[src/rtl/joy_sega_pkg.sv]
// Shared constants for the multi-port Sega DB9 pad reader: poll phases,
// joy_o bit positions, raw pin positions and the select-line schedule.
package joy_sega_pkg;

  localparam int MAX_PORTS = 4;

  localparam int PH_READ_DIR = 2;
  localparam int PH_READ_MD  = 3;
  localparam int PH_DETECT6  = 6;
  localparam int PH_COMMIT   = 7;

  // joy_o bit positions within one port: {M,X,Y,Z,S,A,C,B,R,L,D,U}
  localparam int JB_U = 0;
  localparam int JB_D = 1;
  localparam int JB_L = 2;
  localparam int JB_R = 3;
  localparam int JB_B = 4;
  localparam int JB_C = 5;
  localparam int JB_A = 6;
  localparam int JB_S = 7;
  localparam int JB_Z = 8;
  localparam int JB_Y = 9;
  localparam int JB_X = 10;
  localparam int JB_M = 11;

  // raw pin positions within one port: {p9,p6,right,left,down,up}
  localparam int PIN_UP    = 0;
  localparam int PIN_DOWN  = 1;
  localparam int PIN_LEFT  = 2;
  localparam int PIN_RIGHT = 3;
  localparam int PIN_P6    = 4;
  localparam int PIN_P9    = 5;

  // Select level held during phase ph; the third low pulse only exists when
  // six-button probing is enabled.
  function automatic logic sel_level(input int ph, input logic six_en);
    if (ph == 0 || ph == 2) return 1'b0;
    if (ph == 4) return !six_en;
    return 1'b1;
  endfunction

endpackage

[src/rtl/joy_sega_port.sv]
// One DB9 port: pin synchroniser, per-cycle shadow decode, Mega Drive /
// six-button detection and the atomically committed output register.
module joy_sega_port
  import joy_sega_pkg::*;
#(
  parameter int PW = 6
) (
  input  logic          clk_i,
  input  logic          res_n_i,
  input  logic          tick_i,
  input  logic          six_en_i,
  input  logic [PW-1:0] ph_nxt_i,
  input  logic [5:0]    pad_i,
  output logic [11:0]   joy_o,
  output logic          six_o
);

  logic [5:0]  meta_q, sync_q;
  logic [11:0] shadow_q, shadow_d, joy_q;
  logic        md_q, md_d, six_q, six_d, six_out_q;
  logic        up, down, left, right, p6, p9;
  logic        at_dir, at_md, at_det, at_commit;

  assign up    = sync_q[PIN_UP];
  assign down  = sync_q[PIN_DOWN];
  assign left  = sync_q[PIN_LEFT];
  assign right = sync_q[PIN_RIGHT];
  assign p6    = sync_q[PIN_P6];
  assign p9    = sync_q[PIN_P9];

  assign at_dir    = tick_i && (ph_nxt_i == PW'(PH_READ_DIR));
  assign at_md     = tick_i && (ph_nxt_i == PW'(PH_READ_MD));
  assign at_det    = tick_i && (ph_nxt_i == PW'(PH_DETECT6));
  assign at_commit = tick_i && (ph_nxt_i == PW'(PH_COMMIT));

  always_comb begin
    shadow_d = shadow_q;
    md_d     = md_q;
    six_d    = six_q;
    if (at_dir) begin
      shadow_d       = '1;
      shadow_d[JB_U] = up;
      shadow_d[JB_D] = down;
      shadow_d[JB_L] = left;
      shadow_d[JB_R] = right;
      shadow_d[JB_B] = p6;
      shadow_d[JB_C] = p9;
      md_d           = 1'b0;
      six_d          = 1'b0;
    end
    if (at_md) begin
      // Left and right both low with select low identifies a Mega Drive pad.
      if (!right && !left) begin
        md_d           = 1'b1;
        shadow_d[JB_A] = p6;
        shadow_d[JB_S] = p9;
      end else begin
        shadow_d[JB_S] = 1'b1;
        shadow_d[JB_A] = 1'b1;
        shadow_d[JB_C] = p9;
        shadow_d[JB_B] = p6;
      end
    end
    if (at_det && six_en_i && md_q && !(up || down || left || right)) begin
      six_d = 1'b1;
    end
    if (at_commit && six_q) begin
      shadow_d[JB_M] = right;
      shadow_d[JB_X] = left;
      shadow_d[JB_Y] = down;
      shadow_d[JB_Z] = up;
    end
  end

  always_ff @(posedge clk_i) begin
    if (!res_n_i) begin
      meta_q    <= '1;
      sync_q    <= '1;
      shadow_q  <= '1;
      md_q      <= 1'b0;
      six_q     <= 1'b0;
      joy_q     <= '1;
      six_out_q <= 1'b0;
    end else begin
      meta_q   <= pad_i;
      sync_q   <= meta_q;
      shadow_q <= shadow_d;
      md_q     <= md_d;
      six_q    <= six_d;
      if (at_commit) begin
        joy_q     <= shadow_d;
        six_out_q <= six_q;
      end
    end
  end

  assign joy_o = joy_q;
  assign six_o = six_out_q;

endmodule

[src/rtl/joy_sega_multi.sv]
// Multi-port Sega pad poller: shared phase counter and select line driving
// NPORTS independent port decoders.
module joy_sega_multi
  import joy_sega_pkg::*;
#(
  parameter int NPORTS      = 2,
  parameter int CYCLE_TICKS = 64
) (
  input  logic                   clk_i,
  input  logic                   res_n_i,
  input  logic                   tick_i,
  input  logic                   six_en_i,
  input  logic [NPORTS*6-1:0]    pad_i,
  output logic                   sel_o,
  output logic [NPORTS*12-1:0]   joy_o,
  output logic [NPORTS-1:0]      six_o,
  output logic                   valid_o
);

  localparam int PW = $clog2(CYCLE_TICKS);

  if (NPORTS < 1 || NPORTS > MAX_PORTS || CYCLE_TICKS < 16) begin : g_bad_params
    $error("joy_sega_multi: NPORTS must be 1..4 and CYCLE_TICKS at least 16");
  end

  logic [PW-1:0] ph_q, ph_d;
  logic          sel_q, valid_q;

  always_comb begin
    ph_d = ph_q;
    if (tick_i) begin
      ph_d = (ph_q == PW'(CYCLE_TICKS - 1)) ? '0 : ph_q + PW'(1);
    end
  end

  always_ff @(posedge clk_i) begin
    if (!res_n_i) begin
      ph_q    <= '0;
      sel_q   <= 1'b1;
      valid_q <= 1'b0;
    end else begin
      ph_q    <= ph_d;
      valid_q <= tick_i && (ph_d == PW'(PH_COMMIT));
      if (tick_i) begin
        sel_q <= sel_level(int'(ph_d), six_en_i);
      end
    end
  end

  assign sel_o   = sel_q;
  assign valid_o = valid_q;

  for (genvar gi = 0; gi < NPORTS; gi++) begin : g_port
    joy_sega_port #(
      .PW (PW)
    ) u_port (
      .clk_i    (clk_i),
      .res_n_i  (res_n_i),
      .tick_i   (tick_i),
      .six_en_i (six_en_i),
      .ph_nxt_i (ph_d),
      .pad_i    (pad_i[6*gi +: 6]),
      .joy_o    (joy_o[12*gi +: 12]),
      .six_o    (six_o[gi])
    );
  end

endmodule

[config.mk]
export PLATFORM = sky130hd
export DESIGN_NAME = joy_sega_multi
export DESIGN_NICKNAME = d
export VERILOG_FILES = /design/src/rtl/joy_sega_pkg.sv /design/src/rtl/joy_sega_port.sv /design/src/rtl/joy_sega_multi.sv
export SDC_FILE = /design/constraint.sdc
export NUM_CORES = 1
export LEC_CHECK = 0
export CORE_MARGIN = 10
export CORE_UTILIZATION = 40
export CTS_CLUSTER_SIZE = 8
export DETAILED_ROUTE_END_ITERATION = 16
export SLEW_MARGIN = 0
export SYNTH_ARGS = -nofsm -noshare
export SYNTH_HDL_FRONTEND = slang
export SYNTH_SLANG_ARGS = --single-unit
[constraint.sdc]
create_clock -name clk_i -period 3.1 [get_ports clk_i]
set_input_delay 0.31 -clock clk_i [delete_from_list [all_inputs] [get_ports clk_i]]
set_output_delay 0.31 -clock clk_i [all_outputs]
set_load 0.005 [all_outputs]
**After elaboration in Yosys (flattened, before gate mapping)**

Index checks and enable logic that the tools add are counted.
W data, S select, Z words.

- Register bits: 86
- Output and inout bits: 28

- $add $sub $neg: 1
- Eq/ne operators: 7
- Mux-type cells: 32
- Reduce and logical (&&, ||, !) cells: 30

Operators by type and width:

| cell | count |
|---|---|
| $mux W12 | 2 |
| $mux W1 | 20 |
| $eq A6 B3 Y1 const B | 3 |
| $mux W4 | 4 |
| $logic_and A1 B1 Y1 | 13 |
| $eq A6 B2 Y1 const B | 2 |
| $mux W6 | 2 |
| $mux W2 | 4 |
| $logic_not A1 Y1 | 7 |
| $logic_or A1 B1 Y1 | 7 |
| $add A6 B1 Y6 const B | 1 |
| $eq A6 B4 Y1 const B | 1 |
| $eq A6 B6 Y1 const B | 1 |
| $logic_not A6 Y1 | 1 |
| $reduce_bool A2 Y1 | 2 |

**Longest topological paths before layout**

Gate-level depths: netlist of run 1.

- Word-level depth: 13
- Mapped depth: 8

**Hierarchy**

A second synthesis of run 1 with hierarchy kept.

- Cells, all modules: 368
- Area, all modules: 3,490.8 µm²

By module, submodules not included:

| module | instances | cells an instance | area each (µm²) | sequential area each (µm²) |
|---|---|---|---|---|
| joy_sega_port | 2 | 157 | 1,507.7 | 780.7 |
| joy_sega_multi | 1 | 54 | 475.5 | 160.2 |

**Worst setup path after synthesis of run 1**

Ideal clock, no wire load.

- Path type: reg-to-reg
- From: register ph_q[0]
- To: register g_port[1].u_port.joy_q[10]
- Setup time: 0.120 ns
- Arrival time: 2.063 ns
- Required time: 2.980 ns
- Path slack: 0.918 ns
- Stages on the path, launching flop included: 9
- Path buffers: 2
- Clock period less this slack: 2.182 ns
- Path through: dfxtp_1 ha_1 and4_4 buf_6 or4_4 a2bb2oi_4 nand2_4 buf_6 a211o_1

- Longest elaborated chain between the ends: 7

RTL lines:

| element | RTL line | source |
|---|---|---|
| from (decl) | joy_sega_multi.sv:26 | `logic [PW-1:0] ph_q, ph_d;` |
| from (signal assigned) | joy_sega_multi.sv:42 | `ph_q <= ph_d;` |
| $add A6 B1 Y6 / $eq A6 B6 Y1 (equally long branches) | joy_sega_multi.sv:32 | `ph_d = (ph_q == PW'(CYCLE_TICKS - 1)) ? '0 : ph_q + PW'(1);` |
| $mux W6 | joy_sega_multi.sv:32 |  |
| $mux W6 * | joy_sega_multi.sv:31 | `if (tick_i) begin` |
| $eq A6 B2 Y1 / $eq A6 B3 Y1 (equally long branches) | joy_sega_port.sv:31, joy_sega_port.sv:34 |  |
| $logic_and A1 B1 Y1, on equally long branches | joy_sega_port.sv:31, joy_sega_port.sv:34 |  |
| $mux W12 / $logic_and A1 B1 Y1 (equally long branches) | joy_sega_port.sv:40, joy_sega_port.sv:67 |  |
| $mux W4 | joy_sega_port.sv:67 | `if (at_commit && six_q) begin` |
| to (signal assigned) | joy_sega_port.sv:91 | `joy_q <= shadow_d;` |
| to (decl) | joy_sega_port.sv:19 | `logic [11:0] shadow_q, shadow_d, joy_q;` |

Mark *: on every way between the ends. The rest lies on a longest branch, timed or not.
A chain may end at the register's enable or synchronous reset.

**Worst setup path in the final report of run 1**

- From: input tick_i
- To: register g_port[1].u_port.shadow_q[8]

- Longest elaborated chain between the ends: 5

RTL lines:

| element | RTL line | source |
|---|---|---|
| from (decl) | joy_sega_multi.sv:11 | `input logic tick_i,` |
| $mux W6 | joy_sega_multi.sv:31 |  |
| $eq A6 B2 Y1 / $eq A6 B3 Y1 (equally long branches) | joy_sega_port.sv:31, joy_sega_port.sv:34 |  |
| $logic_and A1 B1 Y1, on equally long branches | joy_sega_port.sv:31, joy_sega_port.sv:34 |  |
| $mux W12 / $logic_and A1 B1 Y1 (equally long branches) | joy_sega_port.sv:40, joy_sega_port.sv:67 |  |
| $mux W4 * | joy_sega_port.sv:67 |  |
| to (signal assigned) | joy_sega_port.sv:87 | `shadow_q <= shadow_d;` |
| to (decl) | joy_sega_port.sv:19 |  |

Marked as above.

==> results_dict.tcl, run 1 <==
set metrics [dict create \
    status "complete, no violations" \
    swShare 0.250 \
    final_cell_mix "dfxtp_1 (86), nand3_1 (44), clkdlybuf4s50_1 (42)" \
    globalplace.congestion 0.802 \
    ys.flop_type "dfxtp_1" \
    grt_overflow 0 \
    postCtsSetupBuffers 0 \
    insertion_delay_ps 360 \
    synthTopCellsByArea "dfxtp_1 (50%), nand3_1 (6.4%), o21ai_0 (5.2%), nand2b_1 (4.7%), nor4_1 (3.1%)" \
    path_delay_family "compound AO/OA/AOI/OAI gates" \
    hold_viol 0 \
    path_max_fanout 14 \
    clock_power_share 0.377 \
    internal-power_mw 1.63 \
    syn2layout_area_growth_pct 18.7 \
    dieHeight_um 113 \
    r2r_end "g_port[1].u_port.shadow_q[8]" \
    drt_pass1_iterations 5 \
    die_x_um 113 \
    synth_top_area_share 0.499 \
    grtUsageTotal 0.129 \
    hold_depth 1 \
    grt_start_max_net_pins 66 \
    cp_slowest_cell "clkdlybuf4s50_1" \
    grt_pass1_vias 2701 \
    seqPwrFrac 0.532 \
    drtIter0Drc 165 \
    critical-path-max-stage-delay_ps 710 \
    place_ws_ps 355 \
    slew_headroom 0.349 \
    fp.dieArea_um2 12700 \
    cp_num_buf_inv 1 \
    start_util 0.416 \
    drc 0 \
    r2r_cells 6 \
    finalSetupViolations 0 \
    required_ps 3380 \
    start_kind "input port" \
    htreeDepth 3 \
    antenna_found_initial 0 \
    finalWorstPathRequiredPeriod_ps 2380 \
    wl_um 8100 \
    seq_area_frac_synth 0.499 \
    hp-start "g_port[0].u_port.meta_q[0]" \
    routed_via_density 5.41 \
    pwr-share-comb 0.090 \
    synthesis.area_um2 3450 \
    cts.clk_slew.worst_paths_ps 90 \
    hold_end "g_port[0].u_port.sync_q[0]" \
    fin_skew_ps 10.1 \
    powerDensity_nw_per_um2 531 \
    max-cap-violations 0 \
    ioPinCount 44 \
    synthCells 378 \
    synth_seq_cells 86 \
    clockRootBuffer "clkbuf_8" \
    rsz0062_at_grt "no" \
    clk_path_buf_depth 2 \
    cts_tree "built" \
    ys.warnings.count 0 \
    io_buffers 43 \
    power.leakage_nw 1.51 \
    synth_largest_area_cell "dfxtp_1" \
    diodes 0 \
    power.switching_mw 0.544 \
    syn_nets 395 \
    placed_cell_area_um2 3880 \
    final.setup.worst_slack_ps 719 \
    hp-class "flop to flop" \
    min_period_over_period 0.768 \
    timing.fmax_mhz 420 \
    ctsResizeCount 0 \
    nets 422 \
    synth.avg_cell_area_um2 9.13 \
    mostFrequentLayoutCell "dfxtp_1" \
    worstMarginPinSlew_ps 976 \
    grt_pass1_wl_um 13600 \
    cts_buffers 9 \
    core_region_area_um2 8300 \
    synth.distinct_cells 47 \
    finalMaxSlewViolations 0 \
    end_kind "flop" \
    drive_gt1_frac 0.0927 \
    postSynth.asyncResetShare 0 \
    tns_ps 0 \
    path_class "input port to flop" \
    fp-row-count 33 \
    rrSetupSlack_ps 720 \
    clock_sinks 86 \
    avgRoutedWirePerCell_um 15.7 \
    synth_edf_count 0 \
    final_area_um2 4100 \
    worstReg2RegStart "ph_q[0]" \
    via_count 2788 \
    ctsHoldBuffers 0 \
    crit_arrival_ps 2660 \
    path_cells "clkdlybuf4s50_1, nand3_1, o21bai_2, o21a_1, nand2_2, a41oi_1" \
    ant_nets 0 \
    dp_hpwl_um 5450 \
    fin_util 0.493 \
    max-vdd-ir-drop_mv 0.290 \
]
power by group through the flow:
stage	combinational, mW	clock (mW)	sequential (mW)
after global placement	0.193	0	1.18
final	0.197	0.821	1.16
after detailed placement	0.196	0	1.18
after floorplan	0.138	0	1.18
after CTS	0.197	0.839	1.16
after global routing	0.218	0.890	1.16
area by class of cell:
type,instances,area [µm²]
fillers,777,4200
flip-flops and latches,86,1720
multi-input cells,248,1510
repair buffers,51,485
clock buffers,12,155
well taps,105,131
clock inverters,4,55.1
inverters,9,33.8
how the worst max path moves through the flow:
stage               startpoint                            to  cells past startpoint
floorplan              ph_q[0]    g_port[1].u_port.joy_o[10]                      8
global placement        tick_i     g_port[1].u_port.joy_o[9]                      7
detailed placement      tick_i  g_port[1].u_port.shadow_q[8]                      6
CTS                    ph_q[0]  g_port[1].u_port.shadow_q[8]                      6
global route           ph_q[0]  g_port[1].u_port.shadow_q[2]                      7
finish                  tick_i  g_port[1].u_port.shadow_q[8]                      6
sequential cells by signal, summed over array words and instances, names as in the netlist:
name,cells
g_port.u_port.md_q,2
valid_o,1
g_port.u_port.six_q,2
g_port.u_port.shadow_q,24
sel_o,1
g_port.u_port.sync_q,12
ph_q,6
g_port.u_port.joy_o,24
g_port.u_port.meta_q,12
g_port.u_port.six_o,2
synthesized netlist by cell type, drive strengths merged (9+ instances only):
library cell / instances
dfxtp: 86
nand2b: 26
a21oi: 12
nand3: 46
nor2b: 9
nor4: 17
inv: 9
nand2: 13
buf: 15
o21ai: 36
clkbuf: 20
nor2: 22
routing by layer:
layer	up-vias	GRT usage	part of all wire
met5	-	0	0
met4	0	0.0609	0.016
met3	12	0.0401	0.067
met2	79	0.193	0.45
met1	1298	0.165	0.47
li1	1399	-	-
kinds of logic (layout without fill, tap and decap cells):
| family | Yosys count | after routing | synth area share |
|---|---|---|---|
| AO/OA/AOI/OAI | 90 | 90 | 0.180 |
| XOR/XNOR | 4 | 4 | 0.0102 |
| adder cells (fa/ha/maj) | 1 | 1 | 0.00363 |
| buffers and inverters | 44 | 76 | 0.0638 |
| flip-flops | 86 | 86 | 0.499 |
| AND/OR/NAND/NOR | 153 | 153 | 0.244 |
metrics by stage:
stage / hold slack [ps] / instances / total power, mW
6_report: 401 / 515 / 2.18
3_5_place_dp: 392 / 499 / 1.38
5_1_grt: 425 / 515 / 2.27
3_3_place_gp: 390 / 499 / 1.38
2_1_floorplan: 386 / 378 / 1.32
4_1_cts: 405 / 515 / 2.19
Note: power is estimated with default switching activity, not from simulation.
==> inputs of run 2 (changes only) <==
==> constraint.sdc (replaced) <==
create_clock -name clk_i -period 2.14 [get_ports clk_i]
set_input_delay 0.214 -clock clk_i [delete_from_list [all_inputs] [get_ports clk_i]]
set_output_delay 0.214 -clock clk_i [all_outputs]
set_load 0.005 [all_outputs]
==> results_dict.tcl, run 2 (same netlist as run 1, synthesis figures left out) <==
set metrics [dict create \
    dp_hpwl_um 5650 \
    start_kind "flop" \
    htreeDepth 3 \
    fp.dieArea_um2 12700 \
    finalMaxSlewViolations 0 \
    max-cap-violations 0 \
    power_mw 3.20 \
    use_met1 0.162 \
    power.leakage_nw 1.70 \
    core_region_area_um2 8300 \
    worstMarginPinSlew_ps 649 \
    drc 0 \
    fp-row-count 33 \
    crit_arrival_ps 2340 \
    grt_start_max_net_pins 66 \
    required_ps 2380 \
    busiest_layer "met2" \
    place_ws_ps -188 \
    die_x_um 113 \
    grt_pass1_vias 2758 \
    diodes 0 \
    path_max_fanout 6 \
    path_class "flop to flop" \
    drt_pass1_iterations 4 \
    cts.clk_slew.worst_paths_ps 80 \
    start_util 0.416 \
    ant_nets 0 \
    avgRoutedWirePerCell_um 14.9 \
    io_buffers 43 \
    path_cells "ha_4, and4_4, or4_4, a2bb2oi_4, nand2_2, a211o_1" \
    cp_slowest_cell "or4_4" \
    routed_via_density 5.29 \
    max-vdd-ir-drop_mv 0.326 \
    via_count 2907 \
    dieHeight_um 113 \
    insertion_delay_ps 350 \
    grt_overflow 0 \
    fin_skew_ps 4.64 \
    cts_tree "built" \
    critical-path-max-stage-delay_ps 530 \
    hold_viol 0 \
    syn2layout_area_growth_pct 30.9 \
    cts_buffers 9 \
    grtUsageTotal 0.126 \
    final_cell_mix "dfxtp_1 (86), nand3_1 (44), clkdlybuf4s50_1 (42)" \
    grt_pass1_wl_um 13300 \
    ctsHoldBuffers 0 \
    mostFrequentLayoutCell "dfxtp_1" \
    powerDensity_nw_per_um2 708 \
    path_delay_family "simple AND/OR/NAND/NOR gates" \
    status "complete, no violations" \
    wl_um 8190 \
    globalplace.congestion 0.838 \
    slew_headroom 0.568 \
    min_period_over_period 0.981 \
    antenna_found_initial 0 \
    holdWs_ps 411 \
    finalWorstPathRequiredPeriod_ps 2100 \
    finalSetupViolations 0 \
    grt_use_met2 0.193 \
    cp_num_buf_inv 0 \
    clk_path_buf_depth 2 \
    clockRootBuffer "clkbuf_8" \
    final.setup.worst_slack_ps 39.8 \
    ioPinCount 44 \
    timing.fmax_mhz 476 \
    clock_sinks 86 \
    nets 457 \
    drtIter0Drc 146 \
    drive_gt1_frac 0.200 \
    rsz0062_at_grt "yes" \
    hp-class "flop to flop" \
    grtUsageMet3 0.0333 \
    end_kind "flop" \
]
==> run 2: changes by cell type in the layout (fill, tap and decap cells not counted), moves of 2 or more <==
cell,before,now
nand3_2,2,0
buf_12,0,2
a41oi_1,8,1
nand3_4,0,2
buf_6,0,2
buf_4,8,38
clkbuf_8,11,9
o31ai_1,4,0
clkinv_4,2,0
a41oi_2,0,7
nand2_2,1,3
o31ai_2,0,4
==> run 2: layer usage <==
metal  share of wire  vias to the layer above
met2            0.47                       66
met4          0.0070                        0
met3           0.044                        4
li1                -                     1474
met1            0.48                     1363
met5               0                        -
==> run 2: cell type report <==
class / instances / area (µm²)
Inverter: 9 / 33.8
Clock inverter: 6 / 70.1
Sequential cell: 86 / 1720
Multi-Input combinational cell: 249 / 1660
Timing Repair Buffer: 85 / 773
Tap cell: 105 / 131
Fill cell: 758 / 3780
Clock buffer: 10 / 128
==> run 2: path summary, 6_finish.rpt <==
check | from | to | slack [ps] | depth (start not counted)
worst min register to register | g_port[0].u_port.meta_q[4] | g_port[0].u_port.sync_q[4] | 410 | 1
worst min-delay path | g_port[0].u_port.meta_q[4] | g_port[0].u_port.sync_q[4] | 410 | 1
worst max-delay path | ph_q[0] | g_port[1].u_port.joy_o[10] | 40 | 6
worst max register to register | ph_q[0] | g_port[1].u_port.joy_o[10] | 40 | 6
==> run 2: stage by stage <==
| step | TNS, ps | utilization | cells | area [µm²] |
|---|---|---|---|---|
| 2_1_floorplan | 0 | - | 378 | 3450 |
| 3_3_place_gp | -5530 | 0.499 | 530 | 4150 |
| 3_5_place_dp | -5930 | 0.499 | 530 | 4150 |
| 4_1_cts | 0 | 0.523 | 546 | 4340 |
| 5_1_grt | -118 | 0.544 | 550 | 4520 |
| 6_report | 0 | 0.544 | 550 | 4520 |
==> run 2: what timing repair did <==
item / CTS / global route
endpoints found under the setup margin: 0 / 41
setup buffers: 0 / 3
resized for setup: 0 / 22
==> run 2: report_power, final <==
part,internal (mW),switching [mW],total [mW]
Combinational,0.183,0.202,0.385
Clock,0.550,0.589,1.14
Sequential,1.65,0.0280,1.68
Total,2.38,0.818,3.20
==> inputs of run 3 (changes only) <==
--- a/config.mk
+++ b/config.mk
@@ -7,7 +7,7 @@
 export LEC_CHECK = 0
 export CORE_MARGIN = 10
 export CORE_UTILIZATION = 40
-export CTS_CLUSTER_SIZE = 8
+export CTS_CLUSTER_SIZE = 20
 export DETAILED_ROUTE_END_ITERATION = 16
 export SLEW_MARGIN = 0
 export SYNTH_ARGS = -nofsm -noshare
==> results of run 3 <==
The final DEF is identical to that of run 2; final timing and power are the same.
